<file path="src/rtl/alu_seq19.sv">
// Sequential ALU producing the data_in_ALU operand for the accumulator.
// Single-cycle ops complete at the accepting edge; MUL/DIV/MOD iterate
// one step per edge through RUN, then commit in FIN.
module alu_seq19 #(
  parameter int unsigned WIDTH = 19,
  parameter int unsigned ITER  = WIDTH
) (
  input  logic             clk,
  input  logic             clear,
  input  logic             start,
  input  logic [3:0]       op,
  input  logic [WIDTH-1:0] a,
  input  logic [WIDTH-1:0] b,
  output logic [WIDTH-1:0] result,
  output logic             busy,
  output logic             done,
  output logic             carry,
  output logic             ovf,
  output logic             dz
);

  localparam int unsigned CW = $clog2(ITER + 1);

  localparam logic [3:0] OpPassB = 4'd0;
  localparam logic [3:0] OpAdd   = 4'd1;
  localparam logic [3:0] OpSub   = 4'd2;
  localparam logic [3:0] OpInc   = 4'd3;
  localparam logic [3:0] OpDec   = 4'd4;
  localparam logic [3:0] OpShl   = 4'd5;
  localparam logic [3:0] OpShr   = 4'd6;
  localparam logic [3:0] OpMul   = 4'd7;
  localparam logic [3:0] OpDiv   = 4'd8;
  localparam logic [3:0] OpMod   = 4'd9;

  typedef enum logic [1:0] {StIdle, StRun, StFin} state_e;

  state_e           state_q;
  logic [WIDTH-1:0] result_q;
  logic             done_q, carry_q, ovf_q, dz_q;
  logic [CW-1:0]    cnt_q;
  logic [3:0]       op_q;
  // hi/lo form the product for MUL, remainder/quotient for DIV/MOD
  logic [WIDTH-1:0] hi_q, lo_q;
  // Multiplicand for MUL, divisor for DIV/MOD
  logic [WIDTH-1:0] opnd_q;

  logic [WIDTH-1:0] sc_res;
  logic             sc_carry, sc_dz, is_multi;
  logic [WIDTH:0]   ext;

  // Single-cycle result/flags and multi-cycle detection from live inputs
  always_comb begin
    sc_res   = a;
    sc_carry = 1'b0;
    sc_dz    = 1'b0;
    ext      = '0;
    is_multi = 1'b0;
    case (op)
      OpPassB: sc_res = b;
      OpAdd: begin
        ext      = {1'b0, a} + {1'b0, b};
        sc_res   = ext[WIDTH-1:0];
        sc_carry = ext[WIDTH];
      end
      OpSub: begin
        sc_res   = a - b;
        sc_carry = (a < b);
      end
      OpInc: begin
        ext      = {1'b0, a} + (WIDTH + 1)'(1);
        sc_res   = ext[WIDTH-1:0];
        sc_carry = ext[WIDTH];
      end
      OpDec: begin
        sc_res   = a - WIDTH'(1);
        sc_carry = (a == '0);
      end
      OpShl: begin
        sc_res   = {a[WIDTH-2:0], 1'b0};
        sc_carry = a[WIDTH-1];
      end
      OpShr: begin
        sc_res   = {1'b0, a[WIDTH-1:1]};
        sc_carry = a[0];
      end
      OpMul: is_multi = 1'b1;
      OpDiv, OpMod: begin
        if (b == '0) begin
          sc_res = '1;
          sc_dz  = 1'b1;
        end else begin
          is_multi = 1'b1;
        end
      end
      default: sc_res = a;
    endcase
  end

  logic [WIDTH:0]   mul_sum;
  logic [WIDTH:0]   div_r;
  logic             div_ge;
  logic [WIDTH-1:0] it_hi, it_lo;

  // One shift-add or restoring-divide step on the hi/lo accumulators
  always_comb begin
    mul_sum = {1'b0, hi_q} + (lo_q[0] ? {1'b0, opnd_q} : '0);
    div_r   = {hi_q, lo_q[WIDTH-1]};
    div_ge  = (div_r >= {1'b0, opnd_q});
    if (op_q == OpMul) begin
      it_hi = mul_sum[WIDTH:1];
      it_lo = {mul_sum[0], lo_q[WIDTH-1:1]};
    end else begin
      // Remainder is below the divisor, so the low WIDTH bits suffice
      it_hi = div_ge ? (div_r[WIDTH-1:0] - opnd_q) : div_r[WIDTH-1:0];
      it_lo = {lo_q[WIDTH-2:0], div_ge};
    end
  end

  // Control FSM and registered outputs, all updated on the falling edge
  always_ff @(negedge clk) begin
    if (clear) begin
      state_q  <= StIdle;
      result_q <= '0;
      done_q   <= 1'b0;
      carry_q  <= 1'b0;
      ovf_q    <= 1'b0;
      dz_q     <= 1'b0;
      cnt_q    <= '0;
      op_q     <= '0;
      hi_q     <= '0;
      lo_q     <= '0;
      opnd_q   <= '0;
    end else begin
      done_q <= 1'b0;
      case (state_q)
        StIdle: begin
          if (start) begin
            if (is_multi) begin
              op_q    <= op;
              cnt_q   <= CW'(ITER);
              hi_q    <= '0;
              state_q <= StRun;
              if (op == OpMul) begin
                opnd_q <= a;
                lo_q   <= b;
              end else begin
                opnd_q <= b;
                lo_q   <= a;
              end
            end else begin
              result_q <= sc_res;
              carry_q  <= sc_carry;
              ovf_q    <= 1'b0;
              dz_q     <= sc_dz;
              done_q   <= 1'b1;
            end
          end
        end
        StRun: begin
          hi_q  <= it_hi;
          lo_q  <= it_lo;
          cnt_q <= cnt_q - CW'(1);
          if (cnt_q == CW'(1)) state_q <= StFin;
        end
        StFin: begin
          result_q <= (op_q == OpMod) ? hi_q : lo_q;
          carry_q  <= 1'b0;
          ovf_q    <= (op_q == OpMul) && (hi_q != '0);
          dz_q     <= 1'b0;
          done_q   <= 1'b1;
          state_q  <= StIdle;
        end
        default: state_q <= StIdle;
      endcase
    end
  end

  assign result = result_q;
  assign busy   = (state_q != StIdle);
  assign done   = done_q;
  assign carry  = carry_q;
  assign ovf    = ovf_q;
  assign dz     = dz_q;

endmodule

</file>
<file path="config.mk">
export PLATFORM = sky130hd
export DESIGN_NAME = alu_seq19
export DESIGN_NICKNAME = d
export VERILOG_FILES = /design/src/rtl/alu_seq19.sv
export SDC_FILE = /design/constraint.sdc
export NUM_CORES = 1
export LEC_CHECK = 0
export BUFFER_PORTS_ARGS = -buffer_cell sky130_fd_sc_hd__clkbuf_2
export CAP_MARGIN = 5
export CORE_MARGIN = 2
export CORE_UTILIZATION = 50
export CTS_BUF_LIST = sky130_fd_sc_hd__clkbuf_4 sky130_fd_sc_hd__clkbuf_8
export CTS_CLUSTER_DIAMETER = 200
export DETAILED_ROUTE_END_ITERATION = 8
export GPL_ROUTABILITY_DRIVEN = 0
export PLACE_DENSITY_LB_ADDON = 0.08
export SYNTH_ARGS = -nofsm -noshare
export SYNTH_HDL_FRONTEND = slang
export SYNTH_SLANG_ARGS = --single-unit
</file>
<file path="constraint.sdc">
create_clock -name clk -period 2.8 [get_ports clk]
set_clock_uncertainty 0.1 [all_clocks]
set_input_delay 0.14 -clock clk [delete_from_list [all_inputs] [get_ports clk]]
set_output_delay 0.14 -clock clk [all_outputs]
set_load 0.01 [all_outputs]
</file>
# Word-level counts from Yosys, hierarchy flattened
# Cells that the tools add are included.
classes:
  n_addsub: 7
  div: 0
  eq_ne: 18
  magnitude_cmp: 2
  n_shift: 0
  mul: 0
  muxes: 42
  reduce_logical: 14
  bitwise_logic: 0
ops:
  columns: ["operator", "count"]
  rows:
  - ["2-to-1 mux 19 bit", 14]
  - ["one-hot mux 19 bit (8 select lines)", 1]
  - ["one-hot mux 19 bit (2 select lines)", 3]
  - ["adder 19 x 19 -> 20 bit", 2]
  - ["zero test 19 bit", 2]
  - ["subtractor 19 bit", 2]
  - ["adder 19 x 1 -> 20 bit, second input constant", 1]
  - ["equality test 4 x 3 -> 1 bit, second input constant", 5]
  - ["greater-or-equal comparator 20 x 19 -> 1 bit", 1]
  - ["less-than comparator 19 bit", 1]
  - ["nonzero test 19 bit", 1]
  - ["subtractor 19 x 1 -> 19 bit, second input constant", 1]
  - ["equality test 4 bit, second input constant", 3]
  - ["AND reduction 3 bit", 4]
  - ["2-to-1 mux 1 bit", 11]
  - ["2-to-1 mux 5 bit", 2]
  - ["one-hot mux 1 bit (2 select lines)", 5]
  - ["one-hot mux 5 bit (2 select lines)", 1]
  - ["equality test 4 x 2 -> 1 bit, second input constant", 2]
  - ["inequality test 2 bit, second input constant", 4]
  - ["2-to-1 mux 2 bit", 3]
  - ["one-hot mux 1 bit (6 select lines)", 1]
  - ["nonzero test 2 bit", 3]
  - ["equality test 5 x 1 -> 1 bit, second input constant", 1]
  - ["other kinds (9)", 9]
totals:
  mem_bits_rw: 0
  romBits: 0
  output_inout_bits: 24
  input_bits: 45
  reg_bits: 91
  latchBits: 0
  n_memories: 0
  elab_cells: 94

# Logic depth before layout (Yosys ltp)
logic_depth:
  depth_word: 6
  depth_mapped: 14
  ltp_nobuf: 12

==> metrics.cfg <==
[sta]
setup_viol = 91
hold_viol = 0
slew_violations = 0
setup_tns_ns = -46.35
worst_slack_ns = -0.738
grt_setup_unrepaired = yes
relSlewSlack_pct = 61.3
worstMarginPinSlew_ns = 0.581

[yosys]
yosys-top-cells-count = nor2_1 (157), a21oi_1 (137), nand2_1 (111), dfxtp_1 (91), ha_1 (81)
synth_edf_count = 0
syn_area_um2 = 10500
yosys_warnings = 0
yosysTopAreaCellShare_pct = 17.4
synth_fp_nets = 1572
synth.most_common_cell = nor2_1
synthArstFlopShare_pct = 0
ys_ff_latch = 91
synth_area_leaders = dfxtp_1 (17%), ha_1 (9.7%), a21oi_1 (6.6%), nor2_1 (5.6%), mux2i_1 (4.4%)
synth_ff_type = dfxtp_1
syn_inst = 1442
yosysTopAreaCell = dfxtp_1
synth-seq-area-share_pct = 17.4
yosys.cell_types.count = 88
syn_avg_cell_area_um2 = 7.26

[drt]
vias_per_cell = 6.62
finalWirelength_um = 49500
vias = 14700
drt_iter0_drc = 1802
first_pass_iters = 8
detail_route.wl_per_cell_um = 22.4
postRouteAntennaNets = 0
drc = 0

[setup_path]
reg2reg_from = lo_q[0]$_SDFFE_NP0P_
path_class = in -> reg
max_stage_delay_ns = 0.39
setup.worst_path.start_class = input pin
r2r_slack_ns = -0.32
required_ns = 1.65
cp_num_buf_inv = 3
r2r_cells = 11
r2r-end = hi_q[18]$_SDFFE_NP0P_
crit_chain = clkbuf_16 > ha_4 > inv_2 > fa_2 > o21bai_1 > a21oi_2 > o21ai_2 > buf_4 > nand2_2 > a221o_1 > a221oi_2 > o22ai_1 > o21a_1
crit_fanout = 3
critical_path.slowest_cell = fa_2
arrival_ns = 2.39
startpoint = a[0]
cp_top_family = compound AO/OA/AOI/OAI gates
endpoint_kind = flop

[clocking]
cts_sinks = 91
htree_levels = 3
holdBufCountCts = 0
cts_root_buf = clkbuf_8
clk_path_buf_depth = 2
clk_pin_slew_ns = 0.05
insertion_delay_ns = 0.49
cts_tree = yes
cts-buffers-inserted = 9

[outcome]
status = complete, but fails checks
violations = setup timing

[floorplan]
die_x_um = 149
rows = 52
core_um2 = 20400
ios = 69
initial_core_util_pct = 51.4
die-area_um2 = 22100
fp.dieH_um = 149

[hold_path]
hold_path_startpoint = result[6]$_SDFFE_NP0P_
min_to = result[6]$_SDFFE_NP0P_
hp-class = reg -> reg
hold_depth = 2

[finish]
final_layout_size_suffix_gt1_share_pct = 40.5
n_antenna_cell = 0
stdcell_count = 2213
fin_area_um2 = 16800
area_delta_synth_final_pct = 60.5
final_util_pct = 82.5
layout.nets = 2068

[flow_run]
maxCapViolations = 0

[global_routing]
grt_pass1_wl_um = 72000
grt_max_degree = 47
grt_pass1_vias = 14000
antenna_found_initial = 0
grt_util_all_layers_pct = 40.9
grt_overflow = 0

[placed_design]
dpl.cell_count = 2062
place_area_um2 = 14300
post-place-ws_ns = -1.30
hpwl_um = 31900
port_buffers = 68

[power_and_ir_drop]
max-vdd-ir-drop_mv = 0.263
power_density_nw_per_um2 = 365
p_leak_nw = 7.53

## per-layer routing
metal / routed length [um] / GRT usage (%)
met1: 18400 / 49.2
met4: 3960 / 24.7
met2: 22000 / 67.1
met3: 5140 / 8.37
met5: 0 / 0
## how the worst max path moves through the flow
| stage | depth (start not counted) | slack, ns | endpoint |
|---|---|---|---|
| floorplan | 12 | -0.97 | result[10]$_SDFFE_NP0P_ |
| global placement | 13 | -1.24 | result[8]$_SDFFE_NP0P_ |
| detailed placement | 13 | -1.30 | result[8]$_SDFFE_NP0P_ |
| CTS | 13 | -0.71 | result[8]$_SDFFE_NP0P_ |
| global route | 11 | -0.82 | result[14]$_SDFFE_NP0P_ |
| finish | 13 | -0.74 | result[8]$_SDFFE_NP0P_ |
## cells in the final DEF (no fill, tap or decap), types with 31 or more instances in the layout
cell / count
buf_4: 367
inv_1: 150
nor2_1: 125
a21oi_1: 102
nand2_1: 94
dfxtp_1: 89
ha_1: 68
clkbuf_2: 55
o21ai_0: 48
mux2i_1: 46
buf_6: 39
a21oi_2: 31
## state kept, by name, indices dropped and copies added, names as in the netlist
signal   cells
hi_q        19
lo_q        19
opnd_q      19
result      19
cnt_q        5
op_q         4
state_q      2
carry        1
done         1
dz           1
ovf          1
## worst reg2reg max path: cells and delay by family, from the launching register on
family | cells | cell delay [ns]
AO/OA/AOI/OAI | 8 | 2.02
flip-flops | 1 | 0.35
adder cells (fa/ha/maj) | 1 | 0.21
AND/OR/NAND/NOR | 1 | 0.18
buffers and inverters | 1 | 0.14
## per-stage QoR
step	hold WS [ns]	total power [mW]
after global placement	0.343	4.11
final	0.352	6.14
after floorplan	0.349	3.14
after global routing	0.379	6.39
after detailed placement	0.346	4.14
after CTS	0.349	5.74
## timing repair
action / in CTS / in global routing
pin swaps: 111 / 66
endpoints found under the hold margin: 0 / 0
cloned: 7 / 1
gates resized for setup: 246 / 119
endpoints found under the setup margin: 91 / 91
buffers inserted: 30 / 22
## where the power goes
group	leakage, nW	switching (mW)	total (mW)	internal (mW)
clock network	0.583	1.16	1.68	0.524
registers	0.742	0.0950	1.47	1.38
logic	6.21	1.60	2.99	1.39
## final cells by class
class                      instances  area [um2]
inverter                          69         285
clock buffer                       9         124
timing repair buffer             500        4180
fill                            1211        3560
sequential                        91        1820
clock inverter                    98         414
tap                              270         338
multi-input combinational       1176        9640
## logic make-up (layout without fill, tap and decap cells)
logic type / count (synthesis) / after routing / share of synthesized area, %
AOI/OAI and AO/OA: 517 / 517 / 34.4
xor gates and xnor gates: 39 / 39 / 3.26
adders and majority gates: 85 / 85 / 10.4
buffers and inverters: 175 / 676 / 6.57
DFF: 91 / 91 / 17.4
muxes: 52 / 52 / 5.04
and+or+nand+nor: 483 / 483 / 22.8
Note: power is estimated with default switching activity, not from simulation.
